===== src/rtl/note_pkg.sv =====
// Shared types and constants for the note RAM writer and the note sequencer.
package note_pkg;

    typedef enum logic [2:0] {
        S_IDLE = 3'd0,
        S_HI   = 3'd1,
        S_LO   = 3'd2,
        S_CSUM = 3'd3,
        S_DONE = 3'd4
    } writer_state_t;

    localparam logic [15:0] END_WORD = 16'h0000;

    // Note word layout as decoded by note_sequencer: pitch in the high byte, duration in the low byte.
    localparam int NOTE_PITCH_MSB = 15;
    localparam int NOTE_PITCH_LSB = 8;
    localparam int NOTE_DUR_MSB   = 7;
    localparam int NOTE_DUR_LSB   = 0;

endpackage


===== src/rtl/note_byte_packer.sv =====
// Assembles big-endian byte pairs into 16-bit note words; o_word_valid pulses for one cycle per word.
module note_byte_packer (
    input  logic        i_clk,
    input  logic        i_rst_n,
    input  logic        i_hi_load,
    input  logic        i_lo_load,
    input  logic [7:0]  i_byte,
    output logic [7:0]  o_hi_byte,
    output logic        o_word_valid,
    output logic [15:0] o_word
);

    logic [7:0]  r_hi;
    logic [15:0] r_word;
    logic        r_valid;

    always_ff @(posedge i_clk) begin
        if (!i_rst_n) begin
            r_hi    <= 8'h00;
            r_word  <= 16'h0000;
            r_valid <= 1'b0;
        end else begin
            r_valid <= i_lo_load;
            if (i_hi_load) begin
                r_hi <= i_byte;
            end
            if (i_lo_load) begin
                r_word <= {r_hi, i_byte};
            end
        end
    end

    assign o_hi_byte    = r_hi;
    assign o_word_valid = r_valid;
    assign o_word       = r_word;

endmodule


===== src/rtl/note_pattern_writer.sv =====
// Loads a byte stream into the note RAM as 16-bit words until END_WORD or the last address.
// Optional trailing XOR checksum byte is enabled by defining NOTE_WRITER_CHECKSUM_EN.
module note_pattern_writer
    import note_pkg::*;
#(
    parameter int WIDTH  = 16,
    parameter int DEPTH  = 17,
    parameter int ADDR_W = 5
) (
    input  logic              i_clk,
    input  logic              i_rst_n,
    input  logic              i_start,
    input  logic              i_byte_valid,
    input  logic [7:0]        i_byte,
    output logic              o_byte_ready,
    output logic              o_wr_en,
    output logic [ADDR_W-1:0] o_wr_addr,
    output logic [WIDTH-1:0]  o_wr_data,
    output logic              o_busy,
    output logic              o_done,
    output logic [ADDR_W:0]   o_length,
    output logic              o_error
);

    localparam logic [ADDR_W:0] LAST_ADDR = (ADDR_W+1)'(DEPTH - 1);

    writer_state_t r_state;
    writer_state_t w_state_next;

    logic [ADDR_W:0]   r_next_addr;
    logic [ADDR_W-1:0] r_wr_addr;
    logic [ADDR_W:0]   r_length;

    logic        w_ready;
    logic        w_accept;
    logic        w_hi_load;
    logic        w_lo_load;
    logic        w_last;
    logic        w_enter_done;
    logic [7:0]  w_hi_byte;
    logic        w_word_valid;
    logic [15:0] w_word;

    // A byte offered alongside i_start is never consumed.
    assign w_accept  = i_byte_valid & w_ready & ~i_start;
    assign w_hi_load = w_accept & (r_state == S_HI);
    assign w_lo_load = w_accept & (r_state == S_LO);
    assign w_last    = w_lo_load &
                       (({w_hi_byte, i_byte} == END_WORD) || (r_next_addr == LAST_ADDR));
    assign w_enter_done = (w_state_next == S_DONE) && (r_state != S_DONE);

    note_byte_packer u_packer (
        .i_clk        (i_clk),
        .i_rst_n      (i_rst_n),
        .i_hi_load    (w_hi_load),
        .i_lo_load    (w_lo_load),
        .i_byte       (i_byte),
        .o_hi_byte    (w_hi_byte),
        .o_word_valid (w_word_valid),
        .o_word       (w_word)
    );

    always_ff @(posedge i_clk) begin
        if (!i_rst_n) begin
            r_state <= S_IDLE;
        end else begin
            r_state <= w_state_next;
        end
    end

`ifdef NOTE_WRITER_CHECKSUM_EN
    logic       w_cs_load;
    logic [7:0] r_csum;
    logic       r_error;

    assign w_cs_load = w_accept & (r_state == S_CSUM);

    always_ff @(posedge i_clk) begin
        if (!i_rst_n) begin
            r_csum  <= 8'h00;
            r_error <= 1'b0;
        end else if (i_start) begin
            r_csum  <= 8'h00;
            r_error <= 1'b0;
        end else begin
            if (w_hi_load || w_lo_load) begin
                r_csum <= r_csum ^ i_byte;
            end
            if (w_cs_load) begin
                r_error <= (i_byte != r_csum);
            end
        end
    end

    assign o_error = r_error;
`else
    assign o_error = 1'b0;
`endif

    always_comb begin
        w_state_next = r_state;
        if (i_start) begin
            w_state_next = S_HI;
        end else begin
            case (r_state)
                S_IDLE: w_state_next = S_IDLE;
                S_HI:   if (w_hi_load) w_state_next = S_LO;
                S_LO: begin
                    if (w_lo_load) begin
`ifdef NOTE_WRITER_CHECKSUM_EN
                        w_state_next = w_last ? S_CSUM : S_HI;
`else
                        w_state_next = w_last ? S_DONE : S_HI;
`endif
                    end
                end
`ifdef NOTE_WRITER_CHECKSUM_EN
                S_CSUM: if (w_cs_load) w_state_next = S_DONE;
`endif
                S_DONE: w_state_next = S_IDLE;
                default: w_state_next = S_IDLE;
            endcase
        end
    end

    // Write address trails the counter so it is stable during the write cycle and holds afterwards.
    always_ff @(posedge i_clk) begin
        if (!i_rst_n) begin
            r_next_addr <= '0;
            r_wr_addr   <= '0;
            r_length    <= '0;
        end else if (i_start) begin
            r_next_addr <= '0;
            r_wr_addr   <= '0;
        end else begin
            if (w_lo_load) begin
                r_wr_addr   <= r_next_addr[ADDR_W-1:0];
                r_next_addr <= r_next_addr + 1'b1;
            end
            if (w_enter_done) begin
                r_length <= w_lo_load ? (r_next_addr + 1'b1) : r_next_addr;
            end
        end
    end

    always_comb begin
        w_ready = 1'b0;
        o_busy  = 1'b0;
        o_done  = 1'b0;
        case (r_state)
            S_HI, S_LO, S_CSUM: begin
                w_ready = 1'b1;
                o_busy  = 1'b1;
            end
            S_DONE: begin
                o_busy = 1'b1;
                o_done = 1'b1;
            end
            default: ;
        endcase
    end

    assign o_byte_ready = w_ready;
    assign o_wr_en      = w_word_valid;
    assign o_wr_addr    = r_wr_addr;
    assign o_wr_data    = WIDTH'(w_word);
    assign o_length     = r_length;

endmodule


===== config.mk =====
export PLATFORM = sky130hd
export DESIGN_NAME = note_pattern_writer
export DESIGN_NICKNAME = d
export VERILOG_FILES = /design/src/rtl/note_pkg.sv /design/src/rtl/note_byte_packer.sv /design/src/rtl/note_pattern_writer.sv
export SDC_FILE = /design/constraint.sdc
export NUM_CORES = 1
export LEC_CHECK = 0
export CAP_MARGIN = 20
export CORE_ASPECT_RATIO = 1.2
export CORE_MARGIN = 1
export CORE_UTILIZATION = 30
export DETAILED_ROUTE_END_ITERATION = 12
export HOLD_SLACK_MARGIN = 0.1
export PLACE_DENSITY_LB_ADDON = 0.2
export SETUP_SLACK_MARGIN = 0.2
export SLEW_MARGIN = 15
export SYNTH_ARGS = -nofsm -noshare
export SYNTH_HDL_FRONTEND = slang
export SYNTH_HIERARCHICAL = 1
export SYNTH_SLANG_ARGS = --single-unit
export TNS_END_PERCENT = 100

===== constraint.sdc =====
create_clock -name i_clk -period 6.5 [get_ports i_clk]
set_clock_uncertainty 0.2 [all_clocks]
set_input_delay 1.625 -clock i_clk [delete_from_list [all_inputs] [get_ports i_clk]]
set_output_delay 1.625 -clock i_clk [all_outputs]
set_load 0.01 [all_outputs]

Word-level counts from Yosys, hierarchy flattened:

Index checks and enable logic that the tools add are counted.

* memories: 0
* bits in registers: 45
* bits in latches: 0
* output and inout port bits: 32
* word-level logic and storage cells: 38
* input port bits: 12
* bits in writable memories: 0
* ROM bits: 0

* shift operators: 0
* bitwise gates (word level): 7
* reduce and logical (&&, ||, !) cells: 7
* multipliers: 0
* div/mod/pow operators: 0
* mux-type cells: 9
* add/sub/neg operators: 1
* eq/ne operators: 7
* $lt $le $gt $ge: 0

Operator list (count)
* $logic_not A16 Y1: 1
* $mux W3: 4
* $add A6 B1 Y6 const B: 1
* $eq A3 B2 Y1 const B: 2
* $eq A3 B3 Y1 const B: 2
* $eq A6 B5 Y1 const B: 1
* $mux W6: 1
* $pmux W3 S2: 1
* $and A1 B1 Y1: 5
* $reduce_or A4 Y1: 1
* $eq A3 B1 Y1 const B: 1
* $mux W1: 3
* $ne A3 B3 Y1 const B: 1
* $reduce_or A3 Y1: 1
* $not A1 Y1: 2
* $reduce_and A2 Y1: 1
* $reduce_or A2 Y1: 1
* $logic_and A1 B1 Y1: 1
* $logic_or A1 B1 Y1: 1

Longest topological paths before layout:

Gate-level depths: netlist (run 1).

* word-level depth: 14
* depth in mapped cells: 9
* gate-level depth less buffers: 6

By module:

The synthesis (run 1) kept the hierarchy.

Modules (own cells, without submodules)
* note_pattern_writer: area each 977.2 µm², seq. area each 400.4 µm², cells an instance 114, instances 1
* note_byte_packer: area each 944.7 µm², seq. area each 500.5 µm², cells an instance 79, instances 1

Worst setup path before layout (run 1):

OpenSTA, ideal clock, no wires.

* path type: in2reg
* start: in i_start
* end: reg u_packer.r_word[6], in the netlist u_packer/o_word[6]
* data required time: 6.184 ns
* arrival: 3.127 ns
* path slack: 3.057 ns
* cell stages on the path: 9
* path buffers: 4
* setup time: 0.116 ns
* path through: or3b_1 buf_6 or2_1 buf_6 clkinv_1 buf_6 buf_12 mux2i_1 nor2b_1

* cells in the longest elaborated chain, start to end: 3

RTL lines
* start: declaration: RTL line note_pattern_writer.sv:12 `input logic i_start,`
* $not A1 Y1 (no line)
* $and A1 B1 Y1: RTL line note_pattern_writer.sv:45 `assign w_accept = i_byte_valid & w_ready & ~i_start;`
* $and A1 B1 Y1: RTL line note_pattern_writer.sv:47 `assign w_lo_load = w_accept & (r_state == S_LO);`
* via w_lo_load: RTL line note_pattern_writer.sv:37 `logic w_lo_load;`
* end signal: assignment: RTL line note_byte_packer.sv:28 `r_word <= {r_hi, i_byte};`
* end: declaration: RTL line note_byte_packer.sv:14 `logic [15:0] r_word;`

The timed path passes the listed nets, and every way through them passes these cells.
A chain may end at the register's enable or synchronous reset.

Worst setup path after layout (run 1):

* start: in i_start
* end: reg u_packer.r_valid, in the netlist u_packer/o_word_valid

* cells in the longest elaborated chain, start to end: 3

RTL lines
* $not A1 Y1 (no line)
* $and A1 B1 Y1: RTL line note_pattern_writer.sv:45
* $and A1 B1 Y1: RTL line note_pattern_writer.sv:47
* via w_lo_load: RTL line note_pattern_writer.sv:37
* end signal: assignment: RTL line note_byte_packer.sv:23 `r_valid <= i_lo_load;`
* end: declaration: RTL line note_byte_packer.sv:15 `logic r_valid;`

The timed path passes the listed nets, and every way through them passes these cells.

==> flow_summary.toml, run 1 <==
[critical_path]
path_cells = "clkdlybuf4s50_1 > or3b_1 > or2_1 > clkinv_1 > and2_2"
end_kind = "flop"
critPathLaunchType = "input port"
slowest_delay_ns = 0.85
reg2reg_slack_ns = 3.76
reg2reg_to = "u_packer/o_word_valid$_SDFF_PN0_"
crit_family = "buffers and inverters"
r2r_cells = 4
worstSetupPathType = "in2reg"
crit_buf_inv = 2
r2r-start = "r_state[2]$_SDFF_PN0_"
critPathSlowestCell = "clkinv_1"
path_max_fanout = 25
critical_path_depth = 5
crit_required_ns = 6.48
arrival_ns = 4.15

[cts]
cts_max_level = 2
post_cts_resize_count = 0
cts_root_buf = "clkbuf_8"
post_cts_buffers = 0
clk_pin_slew_ns = 0.08
clkLatencyLatePin_ns = 0.29
cts_tree = "done"
cts_sinks = 45
hold_buffers = 0
clk_path_buf_depth = 2
cts_buffers = 5

[final_layout]
area_delta_synth_final_pct = 27.3
final_cell_mix = "45 x dfxtp_1, 42 x clkdlybuf4s50_1, 28 x mux2i_1"
final_common_cell = "dfxtp_1"
insertedDiodeCount = 0
final_nets = 247
drive_gt1_frac = 0.0684

[routing]
drtIter0Drc = 62
vias_per_cell = 4.47
wirelength_mm = 3.91
post-route-drc-count = 0
wl_per_cell_microns = 12.4
firstDrtPassIters = 4
final_antenna_net_count = 0
vias = 1414

[floorplanning]
ios = 44
start_util = 0.314
chipHeight_microns = 89.7
rows = 31
die_x_microns = 75.1
fp.coreArea_sq_um = 6130
dieArea_sq_um = 6730

[timing]
final.setup.tns_ns = 0
slew_headroom = 0.347
tightest_slew_ns = 0.973
rsz0062_at_grt = "no"
fin_ws_ns = 2.33
hold_ws_ns = 0.256
slew_violations = 0
fmaxAchievable_ghz = 0.240
hold_violations = 0
period_needed_ns = 4.17
setup_viol = 0
period_share = 0.642

[worst_hold_path]
hp-start = "o_length[0]$_SDFFE_PN0P_"
hp-class = "reg2reg"
hold_end = "o_length[0]$_SDFFE_PN0P_"
whs_path_depth = 2

[place]
port_buffers = 42
dp_slack_ns = 2.03
dp_hpwl_mm = 2.75
gp_congestion = 0.785

[yosys]
yosysSeqAreaShare = 0.469
synth_cell_types = 35
syn-num-nets = 207
synth_async_sr_flop_share = 0
synthesis.area_sq_um = 1920
syn_avg_cell_area_sq_um = 9.96
syn_inst = 193
ys_ff_latch = 45
synth_edf_count = 0
ys.flop_type = "dfxtp_1"
yosysWarnings = 6

[pwr]
p_seq_frac = 0.590
power.share.switching = 0.223
peakVddDrop_uv = 90.6
clkPwrFrac = 0.349
leakage_nw = 0.777
p_per_area_nw_per_um2 = 193
p_int_mw = 0.368
p_sw_mw = 0.106
total_power_mw = 0.473
pwr-share-comb = 0.061

[flow_run]
drv_cap = 0

[global_routing]
gr-total-overflow = 0
grt_usage = 0.124
grt_pass1_wl_mm = 6.29
antenna_found_initial = 0
grt_start_max_net_pins = 36
grt_pass1_vias = 1359

[outcome]
status = "finished clean"
## cell usage after synthesis, types with 3 or more instances
library cell / number / area share
buf_6: 4 / 0.023
nand2_1: 21 / 0.041
clkbuf_1: 4 / 0.0078
xnor2_1: 3 / 0.014
a211oi_1: 3 / 0.012
a21oi_1: 7 / 0.018
nor2_1: 6 / 0.012
nor4_1: 7 / 0.023
mux2i_1: 28 / 0.15
inv_1: 6 / 0.012
nor2b_1: 24 / 0.078
dfxtp_1: 45 / 0.47
o21ai_0: 3 / 0.0078
o21ba_2: 3 / 0.016
## sequential cells by signal, indices dropped and copies added, names as in the netlist
signal                 flops
r_state                    3
o_wr_addr                  5
r_next_addr                6
u_packer/o_hi_byte         8
o_length                   6
u_packer/o_word_valid      1
u_packer/o_word           16
## worst max path at each step
stage / end / start
finish: u_packer/o_word_valid$_SDFF_PN0_ / i_start
CTS: r_next_addr[0]$_SDFF_PP0_ / i_start
detailed placement: u_packer/o_word_valid$_SDFF_PN0_ / i_start
floorplan: u_packer/o_word[6]$_SDFFE_PN0P_ / i_start
global placement: u_packer/o_word_valid$_SDFF_PN0_ / i_start
global route: u_packer/o_word[9]$_SDFFE_PN0P_ / i_start
## per-stage QoR
step | util | instance area (sq um) | std cells
detailed placement | 0.386 | 2360 | 308
finish | 0.399 | 2450 | 316
CTS | 0.399 | 2450 | 316
global route | 0.399 | 2450 | 316
global placement | 0.386 | 2360 | 308
floorplan | - | 1920 | 193
## worst register-to-register path, delay by kind of cell (launching register included)
family	cells	cell delay, ns
AND/OR/NAND/NOR	3	1.17
buffers and inverters	1	0.85
flip-flops	1	0.41
## power by group through the flow
stage               registers [mW]  clock network, mW  logic [mW]
floorplan                    0.285                  0      0.0158
global placement             0.286                  0      0.0290
detailed placement           0.286                  0      0.0289
CTS                          0.279              0.175      0.0291
global route                 0.280              0.184      0.0313
finish                       0.279              0.165      0.0287
## layer usage
metal  routed length, microns  global-route usage
met5                        0                   0
met4                       55              0.0412
met3                      180              0.0313
met2                     1830               0.204
met1                     1850               0.159
## logic make-up (layout without fill, tap and decap cells)
logic type / count (synthesis) / in the layout / synth area share
simple gates: 74 / 74 / 0.212
buf+inv: 18 / 59 / 0.0631
compound gates: 21 / 21 / 0.0768
mux: 28 / 28 / 0.146
other cells: 1 / 1 / 0.00195
flops: 45 / 45 / 0.469
xor+xnor: 4 / 4 / 0.0182
fa+ha+maj: 2 / 2 / 0.0130
## layout make-up
type / instances / area [sq um]
clock buffer: 6 / 72.6
clock inverter: 2 / 10.0
fill: 675 / 3680
inverter: 7 / 26.3
multi-input combinational: 130 / 900
sequential: 45 / 901
tap: 82 / 103
timing repair buffer: 44 / 435
(Power assumes the default switching activity.)
==> run 2: changes to the inputs <==
Clock period 6.5 ns to 3.48 ns, I/O delays scaled along.
==> run 2 against run 1 <==
Effect of this change:
- worst hold slack improved by 0.0050 ns
- critical path depth did not move
- first-iteration DRC count rose by 3.2%
- design area rose by 2.2%
- utilization rose by 0.88 points
- non-clock buffer count rose by 1
- critical path type unchanged
- critical endpoint is now o_length[5]$_SDFFE_PN0P_
- largest cell class unchanged
- largest power group unchanged
- highest routed layer unchanged
==> flow_summary.toml, run 2 (synthesis results as in run 1) <==
[critical_path]
arrival_ns = 2.96
crit_required_ns = 3.44
slowest_delay_ns = 0.57
crit_buf_inv = 1
worstSetupPathType = "in2reg"
path_cells = "clkdlybuf4s50_1 > or3b_1 > or2_1 > a2111oi_0 > a211oi_1"
critPathLaunchType = "input port"
crit_family = "simple AND/OR/NAND/NOR gates"
end_kind = "flop"
path_max_fanout = 10
critPathSlowestCell = "a2111oi_0"

[pwr]
p_per_area_nw_per_um2 = 392
peakVddDrop_uv = 209
total_power_mw = 0.981
leakage_nw = 0.799

[timing]
hold_ws_ns = 0.261
rsz0062_at_grt = "no"
final.setup.tns_ns = 0
period_needed_ns = 3.00
tightest_slew_ns = 0.546
slew_violations = 0
hold_violations = 0
period_share = 0.862
fmaxAchievable_ghz = 0.333
setup_viol = 0
slew_headroom = 0.626

[routing]
vias = 1410
drtIter0Drc = 64
vias_per_cell = 4.45
final_antenna_net_count = 0
wirelength_mm = 3.91
post-route-drc-count = 0
wl_per_cell_microns = 12.3
firstDrtPassIters = 6

[cts]
clk_path_buf_depth = 2
post_cts_resize_count = 0
clkLatencyLatePin_ns = 0.30
cts_sinks = 45
post_cts_buffers = 0
cts_tree = "done"
cts_root_buf = "clkbuf_8"
clk_pin_slew_ns = 0.08
cts_max_level = 2
hold_buffers = 0
cts_buffers = 5

[place]
port_buffers = 42
gp_congestion = 0.783
dp_hpwl_mm = 2.74

[final_layout]
final_core_util = 0.408
final_cell_mix = "45 x dfxtp_1, 42 x clkdlybuf4s50_1, 28 x mux2i_1"
area_delta_synth_final_pct = 30.1
insertedDiodeCount = 0
largest_reg_flops = 16
drive_gt1_frac = 0.0723
final_nets = 248
final_common_cell = "dfxtp_1"

[floorplanning]
die_x_microns = 75.1
start_util = 0.314
rows = 31
fp.coreArea_sq_um = 6130
ios = 44
dieArea_sq_um = 6730
chipHeight_microns = 89.7

[global_routing]
antenna_found_initial = 0
grt_usage = 0.129
gr-total-overflow = 0
grt_pass1_vias = 1338
grt_pass1_wl_mm = 6.39
grt_start_max_net_pins = 31

[outcome]
status = "finished clean"

[flow_run]
drv_cap = 0

[worst_hold_path]
hp-class = "reg2reg"
run 2: cell count changes in the layout (fill, tap and decap cells not counted), sizes merged:
cell / previous run / this run
buf: 2 / 3
bufinv: 0 / 1
clkbuf: 6 / 7
clkinv: 3 / 1
run 2: power by group:
group	switching, mW	internal [mW]	total (mW)
logic	0.0241	0.0293	0.0534
registers	0.00354	0.518	0.522
clock network	0.172	0.234	0.406
total	0.200	0.782	0.981
run 2: final timing paths:
| path | start | endpoint | slack (ns) | cells past startpoint |
|---|---|---|---|---|
| worst min-delay path | o_wr_addr[0]$_SDFFE_PP0P_ | o_wr_addr[0]$_SDFFE_PP0P_ | 0.26 | 2 |
| worst min register to register | o_wr_addr[0]$_SDFFE_PP0P_ | o_wr_addr[0]$_SDFFE_PP0P_ | 0.26 | 2 |
| worst max register to register | r_state[2]$_SDFF_PN0_ | o_length[5]$_SDFFE_PN0P_ | 1.20 | 4 |
| worst max-delay path | i_byte_valid | o_length[5]$_SDFFE_PN0P_ | 0.48 | 5 |
run 2: cell type report:
type | count | area (sq um)
clock buffer | 7 | 86.3
clock inverter | 1 | 30.0
fill | 666 | 3630
inverter | 7 | 26.3
multi-input combinational | 130 | 900
sequential | 45 | 901
tap | 82 | 103
timing repair buffer | 45 | 455
run 2: worst reg2reg max path, delay by kind of cell (launching register included):
| family | cells | cell delay (ns) |
|---|---|---|
| DFF | 1 | 0.36 |
| and+or+nand+nor | 2 | 0.92 |
| AOI/OAI and AO/OA | 2 | 0.66 |
run 2: stage by stage:
step / area, sq um / setup WS [ns] / instances
global route: 2500 / 0.370 / 317
detailed placement: 2380 / 0.174 / 309
floorplan: 1920 / 0.792 / 193
finish: 2500 / 0.479 / 317
CTS: 2500 / 0.490 / 317
global placement: 2380 / 0.233 / 309
run 2: layer usage:
layer  track usage  wire, microns  vias to the layer above  share of wire
met5             0              0                        -              0
met4        0.0669             61                        0          0.016
met3        0.0435            222                        6          0.057
met2         0.200           1810                       39           0.46
met1         0.158           1810                      632           0.46
li1              -              -                      733              -
==> run 3: changes to the inputs <==
Settings changed: SETUP_SLACK_MARGIN 0.2 to not set.
==> results of run 3 <==
No change in the layout: final DEF, timing and power equal those of run 2.
==> RTL change: new RTL, settings of run 3 <==
Re-encode `writer_state_t` (5 states) as one-hot, 5 bits wide.
--- a/src/rtl/note_pkg.sv
+++ b/src/rtl/note_pkg.sv
@@ -1,12 +1,12 @@
 // Shared types and constants for the note RAM writer and the note sequencer.
 package note_pkg;
 
-    typedef enum logic [2:0] {
-        S_IDLE = 3'd0,
-        S_HI   = 3'd1,
-        S_LO   = 3'd2,
-        S_CSUM = 3'd3,
-        S_DONE = 3'd4
+    typedef enum logic [4:0] {
+        S_IDLE = 5'b00001,
+        S_HI   = 5'b00010,
+        S_LO   = 5'b00100,
+        S_CSUM = 5'b01000,
+        S_DONE = 5'b10000
     } writer_state_t;
 
     localparam logic [15:0] END_WORD = 16'h0000;
Check against the original RTL: same outputs for any inputs over 10 cycles, from zero or initial values and one cycle with i_rst_n low; not proved beyond that.
==> RTL change against run 3 <==
  * Combinational power shrank 12%
  * Sequential power increased by 4.0%
  * Worst setup slack better by 11 ps
  * Total power rose by 8.3%
  * Routed wire length rose by 13%
  * Register-to-register slack better by 390 ps
  * First-iteration DRC count grew 6.3%
  * Synthesized area up 6.1%
  * Worst hold slack worse by 0.95 ps
  * Sequential cell count is 2 higher
  * Cell area increased by 7.1%
  * Global-route usage increased by 0.37 points
  * Critical endpoint is now o_busy
==> RTL change: results (changes against run 3) <==
Synth
  – Post-Synthesis Cells: 209 (+8.3%)
  – Sequential fraction of the synthesis area: 0.461 (-0.00740)
  – Mux contribution to synthesized area: 0.137 (-0.00841)
  – Synth area leaders: dfxtp_1, mux2i_1, nor2b_1
  – Compound-Gate Fraction of Synth Area: 0.0503 (-0.0265)
  – Synth cell count leaders: dfxtp_1, mux2i_1, nand2_1

Global route
  – Met1 GRT Util: 0.178 (+0.0199)
  – Met2 GRT Util: 0.197 (-0.00293)
  – M3 GR Usage: 0.0256 (-0.0179)
  – Largest net degree at the start of global routing: 21 (-32%)
  – Global-route usage over all layers: 0.133 (+0.00371)
  – Vias in the first global route: 1427 (+6.7%)
  – First-pass GRT wire length: 7250 microns (+13%)

Detailed routing
  – Met2 wire len: 2010 microns (+11%)
  – Vias per cell: 4.50 (+1.2%)
  – Initial DRC count: 68 (+6.3%)
  – Met3 wire length: 164 microns (-26%)
  – Routed WL: 4400 microns (+13%)
  – Vias: 1521 (+7.9%)

Critical path
  – Reg2Reg Depth: 6 (+2)
  – Worst setup endpoint: o_busy
  – Worst reg2reg setup slack: 1590 ps (+390 ps)
  – CP Max Fanout: 8 (-2)

Placed design
  – DP Wirelength: 3220 microns (+17%)
  – Placer Congestion: 0.763 (-2.6%)
  – Number of instances in the placed design: 330 (+6.8%)
  – Place WS: 626 ps (+452 ps)

Worst hold path
  – Hold path start: o_wr_addr[2]$_SDFFE_PP0P_
  – Hold EP: o_wr_addr[2]$_SDFFE_PP0P_

Power
  – Max VDD drop: 166 uV (-20%)
  – Leak: 0.000870 uW (+8.9%)

Timing
  – Slew @ Worst Pin: 505 ps (-41.1 ps)
  – Worst hold slack: 260 ps (-0.951 ps)
  – Final min period: 2990 ps (-10.8 ps)

Finish
  – Layout cells sized above 1: 0.0909 (+0.0186)
  – Layout Nets: 266 (+7.3%)

Outcome
  – Status: finished, final reports clean
-- RTL change: cell count changes after synthesis, sizes merged, moves of 3 or more --
| cell | change |
|---|---|
| nor3 | +5 |
| o21ba | -3 |
| and2 | +3 |
| nand3 | +4 |
| xnor2 | +3 |
| o211ai | +3 |
| a211oi | -3 |
| nand2 | +5 |
| inv | -3 |
-- RTL change: final cells by class --
class	instances	area [sq um]
clock inverter	2	60.1
multi-input combinational	148	1020
fill	664	3810
timing repair buffer	47	470
sequential	47	941
tap	85	106
clock buffer	6	72.6
inverter	3	11.3
-- RTL change: critical path: stages (launching register included) --
cell and delay (ps):
dfxtp_1 510, xor2_1 170, o21ai_0 90, nor3_1 190, or2_2 140, clkdlybuf4s50_1 520
-- RTL change: power breakdown --
part / internal, uW / switching [uW]
registers: 540 / 3.09
logic: 25.1 / 21.8
clock network: 287 / 186
total: 852 / 211
